[config.mk]
export PLATFORM = sky130hd
export DESIGN_NAME = demux_frame_sequencer_flat
export DESIGN_NICKNAME = d
export VERILOG_FILES = /design/src/rtl/demux_frame_sequencer_if.sv /design/src/rtl/demux_frame_sequencer.sv /design/src/flat_wrapper.sv
export SDC_FILE = /design/constraint.sdc
export NUM_CORES = 1
export LEC_CHECK = 0
export BUFFER_PORTS_ARGS = -buffer_cell sky130_fd_sc_hd__buf_2
export CAP_MARGIN = 10
export CORE_AREA = 2 2 54 56
export DETAILED_ROUTE_END_ITERATION = 10
export DIE_AREA = 0 0 56 58
export PLACE_DENSITY = 0.49
export SLEW_MARGIN = 20
export SYNTH_ARGS = -nofsm -noshare
export SYNTH_HDL_FRONTEND = slang
export SYNTH_SLANG_ARGS = --single-unit
[constraint.sdc]
create_clock -name clk -period 2.7 [get_ports clk]
set_clock_uncertainty 0.2 [all_clocks]
set_input_delay 0.135 -clock clk [delete_from_list [all_inputs] [get_ports clk]]
set_output_delay 0.135 -clock clk [all_outputs]
set_load 0.05 [all_outputs]
[src/rtl/demux_frame_sequencer_if.sv]
// demux_frame_sequencer_if
// Groups the serial frame input and the registered demux-side outputs of
// demux_frame_sequencer into one bundle.
//   start : frame start, carries address bit 0 on din in the same cycle
//   din   : serial data (addr bit 0, addr bit 1, then payload bits)
//   s0/s1 : demux select bits
//   a     : demux data bit
//   busy  : frame in progress
//   done  : pulse while the last payload bit is on a
// The master modport is the frame source; the slave modport is the sequencer.
interface demux_frame_sequencer_if;
  logic start;
  logic din;
  logic s0;
  logic s1;
  logic a;
  logic busy;
  logic done;

  modport master (
    output start, din,
    input  s0, s1, a, busy, done
  );

  modport slave (
    input  start, din,
    output s0, s1, a, busy, done
  );
endinterface

[src/rtl/demux_frame_sequencer.sv]
// demux_frame_sequencer
// Serial frame front-end for the 1:4 gate-level demux. A frame is a 2-bit
// channel address followed by PAYLOAD_LEN payload bits, all on din. The
// address is latched onto s0/s1, then the payload is streamed onto a with one
// cycle of latency, so the whole payload lands on a single demux output.
// Ports:
//   clk   : rising-edge clock
//   reset : synchronous, active-high reset
//   bus   : slave side of demux_frame_sequencer_if (start, din in;
//           s0, s1, a, busy, done out, all registered)
module demux_frame_sequencer #(
  parameter int PAYLOAD_LEN = 8
) (
  input  logic                      clk,
  input  logic                      reset,
  demux_frame_sequencer_if.slave    bus
);

  typedef enum logic [1:0] {
    IDLE    = 2'd0,
    ADDR    = 2'd1,
    PAYLOAD = 2'd2,
    FLUSH   = 2'd3
  } state_e;

  localparam logic [7:0] LAST_IDX = 8'(PAYLOAD_LEN - 1);

  state_e     state_q, state_d;
  logic       addr_lo_q, addr_lo_d;
  logic [7:0] cnt_q, cnt_d;
  logic       s0_q, s0_d;
  logic       s1_q, s1_d;
  logic       a_q, a_d;
  logic       busy_q, busy_d;
  logic       done_q, done_d;
  logic       lastBit;

  // The payload counter indexes the bit currently on din during PAYLOAD.
  assign lastBit = (cnt_q == LAST_IDX);

  // State and output registers. Everything, including the select bits, is
  // cleared on reset so a partially received frame is discarded completely.
  always_ff @(posedge clk) begin
    if (reset) begin
      state_q   <= IDLE;
      addr_lo_q <= 1'b0;
      cnt_q     <= 8'd0;
      s0_q      <= 1'b0;
      s1_q      <= 1'b0;
      a_q       <= 1'b0;
      busy_q    <= 1'b0;
      done_q    <= 1'b0;
    end else begin
      state_q   <= state_d;
      addr_lo_q <= addr_lo_d;
      cnt_q     <= cnt_d;
      s0_q      <= s0_d;
      s1_q      <= s1_d;
      a_q       <= a_d;
      busy_q    <= busy_d;
      done_q    <= done_d;
    end
  end

  // Next-state logic. A start seen in FLUSH goes straight to ADDR so
  // back-to-back frames need no idle gap; start in ADDR/PAYLOAD is ignored.
  always_comb begin
    state_d = state_q;
    unique case (state_q)
      IDLE:    if (bus.start) state_d = ADDR;
      ADDR:    state_d = PAYLOAD;
      PAYLOAD: if (lastBit) state_d = FLUSH;
      FLUSH:   state_d = bus.start ? ADDR : IDLE;
      default: state_d = IDLE;
    endcase
  end

  // Next values of the registered outputs and datapath. The select bits are
  // only written when leaving ADDR, which keeps them stable while a carries
  // payload. a defaults to 0 so it is low whenever no payload bit is staged,
  // and done is raised on the transfer of the last bit so it coincides with
  // that bit appearing on a.
  always_comb begin
    addr_lo_d = addr_lo_q;
    cnt_d     = cnt_q;
    s0_d      = s0_q;
    s1_d      = s1_q;
    a_d       = 1'b0;
    busy_d    = busy_q;
    done_d    = 1'b0;
    unique case (state_q)
      IDLE: begin
        if (bus.start) begin
          addr_lo_d = bus.din;
          busy_d    = 1'b1;
        end
      end
      ADDR: begin
        s0_d   = addr_lo_q;
        s1_d   = bus.din;
        cnt_d  = 8'd0;
        busy_d = 1'b1;
      end
      PAYLOAD: begin
        a_d    = bus.din;
        cnt_d  = cnt_q + 8'd1;
        done_d = lastBit;
      end
      FLUSH: begin
        if (bus.start) begin
          addr_lo_d = bus.din;
          busy_d    = 1'b1;
        end else begin
          busy_d    = 1'b0;
        end
      end
      default: begin
        busy_d = 1'b0;
      end
    endcase
  end

  assign bus.s0   = s0_q;
  assign bus.s1   = s1_q;
  assign bus.a    = a_q;
  assign bus.busy = busy_q;
  assign bus.done = done_q;

endmodule

[src/flat_wrapper.sv]
// flat-port wrapper written by rule: the top's interface ports become plain ports
module demux_frame_sequencer_flat 
#(
  parameter int PAYLOAD_LEN = 8
)
  (clk, reset, bus_start, bus_din, bus_s0, bus_s1, bus_a, bus_busy, bus_done);
  demux_frame_sequencer_if bus_i ();
  input  logic clk;
  input  logic reset;
  input wire logic [$bits(bus_i.start)-1:0] bus_start;
  input wire logic [$bits(bus_i.din)-1:0] bus_din;
  output wire logic [$bits(bus_i.s0)-1:0] bus_s0;
  output wire logic [$bits(bus_i.s1)-1:0] bus_s1;
  output wire logic [$bits(bus_i.a)-1:0] bus_a;
  output wire logic [$bits(bus_i.busy)-1:0] bus_busy;
  output wire logic [$bits(bus_i.done)-1:0] bus_done;
  assign bus_i.start = bus_start;
  assign bus_i.din = bus_din;
  assign bus_s0 = bus_i.s0;
  assign bus_s1 = bus_i.s1;
  assign bus_a = bus_i.a;
  assign bus_busy = bus_i.busy;
  assign bus_done = bus_i.done;
  demux_frame_sequencer #(.PAYLOAD_LEN(PAYLOAD_LEN)) u_core (.clk(clk), .reset(reset), .bus(bus_i));
endmodule
After elaboration in Yosys (flattened, before gate mapping)
Cells that the tools add are included.
{"block": "totals", "reg_bits": 16, "in_bits": 4, "output_inout_bits": 5, "elab_cells": 32}
{"block": "classes", "n_addsub": 1, "n_eq_ne": 6, "muxes": 8, "n_bitwise": 1, "n_reduce_logical": 8}
{"op": "$pmux 8 s2", "n": 1}
{"op": "$add 8x1->8 const B", "n": 1}
{"op": "$eq 8x3->1 const B", "n": 1}
{"op": "$pmux 2 s4", "n": 1}
{"op": "$reduce_and 2->1", "n": 3}
{"op": "$eq 2x2->1 const B", "n": 2}
{"op": "$mux 2", "n": 2}
{"op": "$reduce_or 2->1", "n": 2}
{"op": "$mux 1", "n": 3}
{"op": "$pmux 1 s3", "n": 1}
{"op": "$reduce_bool 3->1", "n": 1}
{"op": "$eq 2x1->1 const B", "n": 1}
{"op": "$logic_not 2->1", "n": 1}
{"op": "$ne 2x1->1 const B", "n": 1}
{"op": "$ne 2x2->1 const B", "n": 1}
{"op": "$reduce_bool 2->1", "n": 1}
{"op": "$not 1->1", "n": 1}

Depth between registers and ports, before layout
{"block": "logic_depth", "depth_word": 3, "depth_mapped": 6}

Worst setup path after synthesis
No wires, ideal clock.
{"block": "synth_timing", "path_type": "flip-flop to flip-flop", "start": "reg u_core.state_q[0]", "end": "reg u_core.cnt_q[5]", "setup_time_ns": 0.070, "t_arrival_ns": 1.458, "required_ns": 2.430, "slack_ns": 0.972, "stages_incl_launch_ff": 7, "period_less_slack_ns": 1.728, "cell_sequence": "dfxtp_1 -> inv_1 -> ha_1 -> buf_2 -> nand4_2 -> or3_1 -> a21oi_1"}
{"block": "synth_between", "elab_chain_len": 2, "word_cells_on_any_way": 4, "classes_between": "eq/ne: 2; mux: 1; reduce/logical: 1"}
{"element": "from (decl)", "line": "demux_frame_sequencer.sv:28", "source": "state_e state_q, state_d;"}
{"element": "from (signal assigned)", "line": "demux_frame_sequencer.sv:54", "source": "state_q <= state_d;"}
{"element": "$eq 2x2->1 / $eq 2x1->1 (equally long branches)", "line": "demux_frame_sequencer.sv:91", "source": "unique case (state_q)"}
{"element": "$pmux 8 s2 / $reduce_bool 2->1 (equally long branches)"}
{"element": "to (signal assigned)", "line": "demux_frame_sequencer.sv:56", "source": "cnt_q <= cnt_d;"}
{"element": "to (decl)", "line": "demux_frame_sequencer.sv:30", "source": "logic [7:0] cnt_q, cnt_d;"}
Several ways; a longest one is shown, not always the timed one.
A chain may end at the register's enable or synchronous reset.

Worst setup path in the final report
{"block": "layout_timing", "start": "reg u_core.state_q[1]", "end": "reg u_core.cnt_q[7]"}
Same word-level chain as after synthesis.

==> out/metrics.cfg <==
[critical_path]
cp-end-kind=flop
cp.arrival_ns=1.94
required_ns=2.71
worstSetupPathType=flop to flop
path_max_fanout=8
rr_startpoint=u_core.state_q[1]
cp-start-kind=flop
worstReg2RegEnd=u_core.cnt_q[7]
reg2reg_setup_slack_ns=0.78
reg2reg_depth=5

[clock_network]
clkSinkCount=16
post_cts_buffers=0
path_clk_slew_ns=0.10
numCtsBuffers=3
h-tree-depth=1
clock_latency_ns=0.29
tritoncts=yes
cts_buffer_depth=2
cts-root-buf=clkbuf_4
cts-hold-fix-buffers=3
cts_resized=0

[logic_synthesis]
ys_ff_latch=16
netlist_instances=86
synth_top_area_share_pct=41.4
synth-simple-area-share_pct=21.8
syn-num-nets=96
ys_seq_area_share_pct=41.4
synthTopCellsByArea=dfxtp_1 (41%), ha_1 (9.7%), mux2i_1 (5.2%)
yosysWarnings=0
synth-compound-area-share_pct=14.9
synth_area_per_cell_um2=8.99
synth.area.mux_share_pct=5.18
synth-xor-area-share_pct=3.40
syn-cell-area_um2=773
ys_types=27
synthAdderAreaFrac_pct=9.71
synth_top_area_cell=dfxtp_1
synth_top_family_by_area=simple AND/OR/NAND/NOR gates

[timing]
post-route-period-util_pct=71.3
hold_viol_final=0
clock.fmax_mhz=520
setup_slack_ns=0.776
worst_pin_slew_ns=0.451
fin_crit_ns=1.92
drv_slew=0
max_slew_margin_pct=69.7
setup_viol=0
rsz0062_at_grt=false
tns_ns=0

[detailed_routing]
num_vias=634
wirelength_mm=1.47
route.met2.wl_um=775
top_layer=met4
drt-wirelength-per-cell_um=11.3
wl_met3_um=39
drt_iter0_markers=16
wl_met1_um=646
dr.pass1.iters=4
vias_per_cell=4.88
drc=0
ant_nets=0

[global_route]
grt_pass1_wl_mm=2.57
antenna_found_initial=0
overflow=0
track_usage_pct=10.3
grt_max_degree=10
grt_pass1_vias=654

[die]
coreArea_mm2=0.00266
die-area_mm2=0.00325
start_util_pct=29.0
die_h_um=58
io_pins=9
die_x_um=56
rows=19

[power_and_ir_drop]
fin_total_pwr_mw=0.753
swShare_pct=39.0
pwr-share-clk_pct=21.2
combPwrFrac_pct=40.5
powerDensity_mw_per_mm2=828
internal-power_mw=0.460
seq_power_share_pct=38.3
p_leak_nw=0.374
power.switching_mw=0.294
peakVddDrop_uv=650

[final_layout]
antennaDiodeCount=0
fin_cells=130
final_core_utilization_pct=34.2
drive_gt1_share_pct=14.1
final_nets=110
syn_to_final_growth_pct=17.6
layout_commonest_cell=dfxtp_1
layout_common_cells=dfxtp_1 (16), nor2_1 (8), buf_2 (8)

[hold_path]
hp-class=flop to flop
min_from=u_core.bus.s0
min_to=u_core.bus.s0
hold_depth=2

[placed_design]
pre_cts_slack_ns=0.775
place.gp.congestion=0.718
dpl.hpwl_mm=1.16
dp.cells=123
port-buffer-count=8

[job]
drv_cap=0

[status]
outcome=finished clean

## worst max-delay path: stages (launching register included)
cell	delay (ns)
dfxtp_1	0.41
inv_1	0.11
ha_1	0.44
nand4_2	0.17
or3_1	0.37
a21oi_1	0.15
## kinds of logic (layout without fill, tap and decap cells)
| kind of cell | after synthesis | in the layout |
|---|---|---|
| AO/OA/AOI/OAI | 18 | 18 |
| adder cells (fa/ha/maj) | 6 | 6 |
| multiplexers | 4 | 4 |
| flip-flops | 16 | 16 |
| AND/OR/NAND/NOR | 32 | 32 |
| buffers and inverters | 7 | 20 |
| XOR/XNOR | 3 | 3 |
## sequential cells by signal, summed over array words and instances (netlist names)
register,count
u_core.bus.s1,1
u_core.bus.done,1
u_core.state_q,2
u_core.bus.s0,1
u_core.bus.a,1
u_core.addr_lo_q,1
u_core.bus.busy,1
u_core.cnt_q,8
## final cells by class
class | instances | area (um^2)
Tap cell | 31 | 38.8
Inverter | 5 | 18.8
Timing Repair Buffer | 11 | 70.1
Sequential cell | 16 | 320
Fill cell | 294 | 1750
Multi-Input combinational cell | 63 | 425
Clock buffer | 4 | 36.3
## cells in the mapped netlist
library cell and count:
dfxtp_1 16, nor2_1 8, a21oi_1 7, nand2_1 7, ha_1 6, inv_1 5
mux2i_1 4, o21ai_0 4, or3_1 4, nand3_1 3, xor2_1 3, nand4_1 2
nor2b_1 2, nor3_1 2, a2111o_1 1, a211o_1 1, a311oi_1 1, and3_1 1
and4bb_2 1, buf_2 1, clkbuf_1 1, nand2b_1 1, nand4_2 1, o2111a_1 1
o211ai_1 1, o21ai_1 1, o31ai_1 1
## routing by layer
metal,vias up,global-route usage [%]
met4,0,5.44
met2,5,19.8
met5,-,0
li1,331,-
met3,2,2.68
met1,296,9.99
## metrics by stage
stage	hold slack (ns)	cell area, um^2
after CTS	0.307	910
after floorplan	0.0809	773
final	0.298	910
after detailed placement	0.208	843
after global routing	0.334	910
after global placement	0.212	843
## how the worst max path moves through the flow
stage	from	end	slack (ns)	cells after the start
after global placement	u_core.state_q[1]	u_core.cnt_q[4]	0.87	5
after floorplan	u_core.state_q[0]	u_core.cnt_q[5]	0.97	6
after global routing	u_core.state_q[1]	u_core.cnt_q[5]	0.65	5
final	u_core.state_q[1]	u_core.cnt_q[7]	0.78	5
after CTS	u_core.state_q[1]	u_core.cnt_q[7]	0.77	5
after detailed placement	u_core.state_q[1]	u_core.cnt_q[2]	0.78	5
## power groups by stage
stage	logic, mW	registers, mW	clock network [mW]
after floorplan	0.214	0.325	0
after global placement	0.300	0.293	0
after detailed placement	0.307	0.294	0
after CTS	0.311	0.289	0.166
after global routing	0.342	0.293	0.174
final	0.305	0.289	0.159
Power figures use the tool's default switching activity.
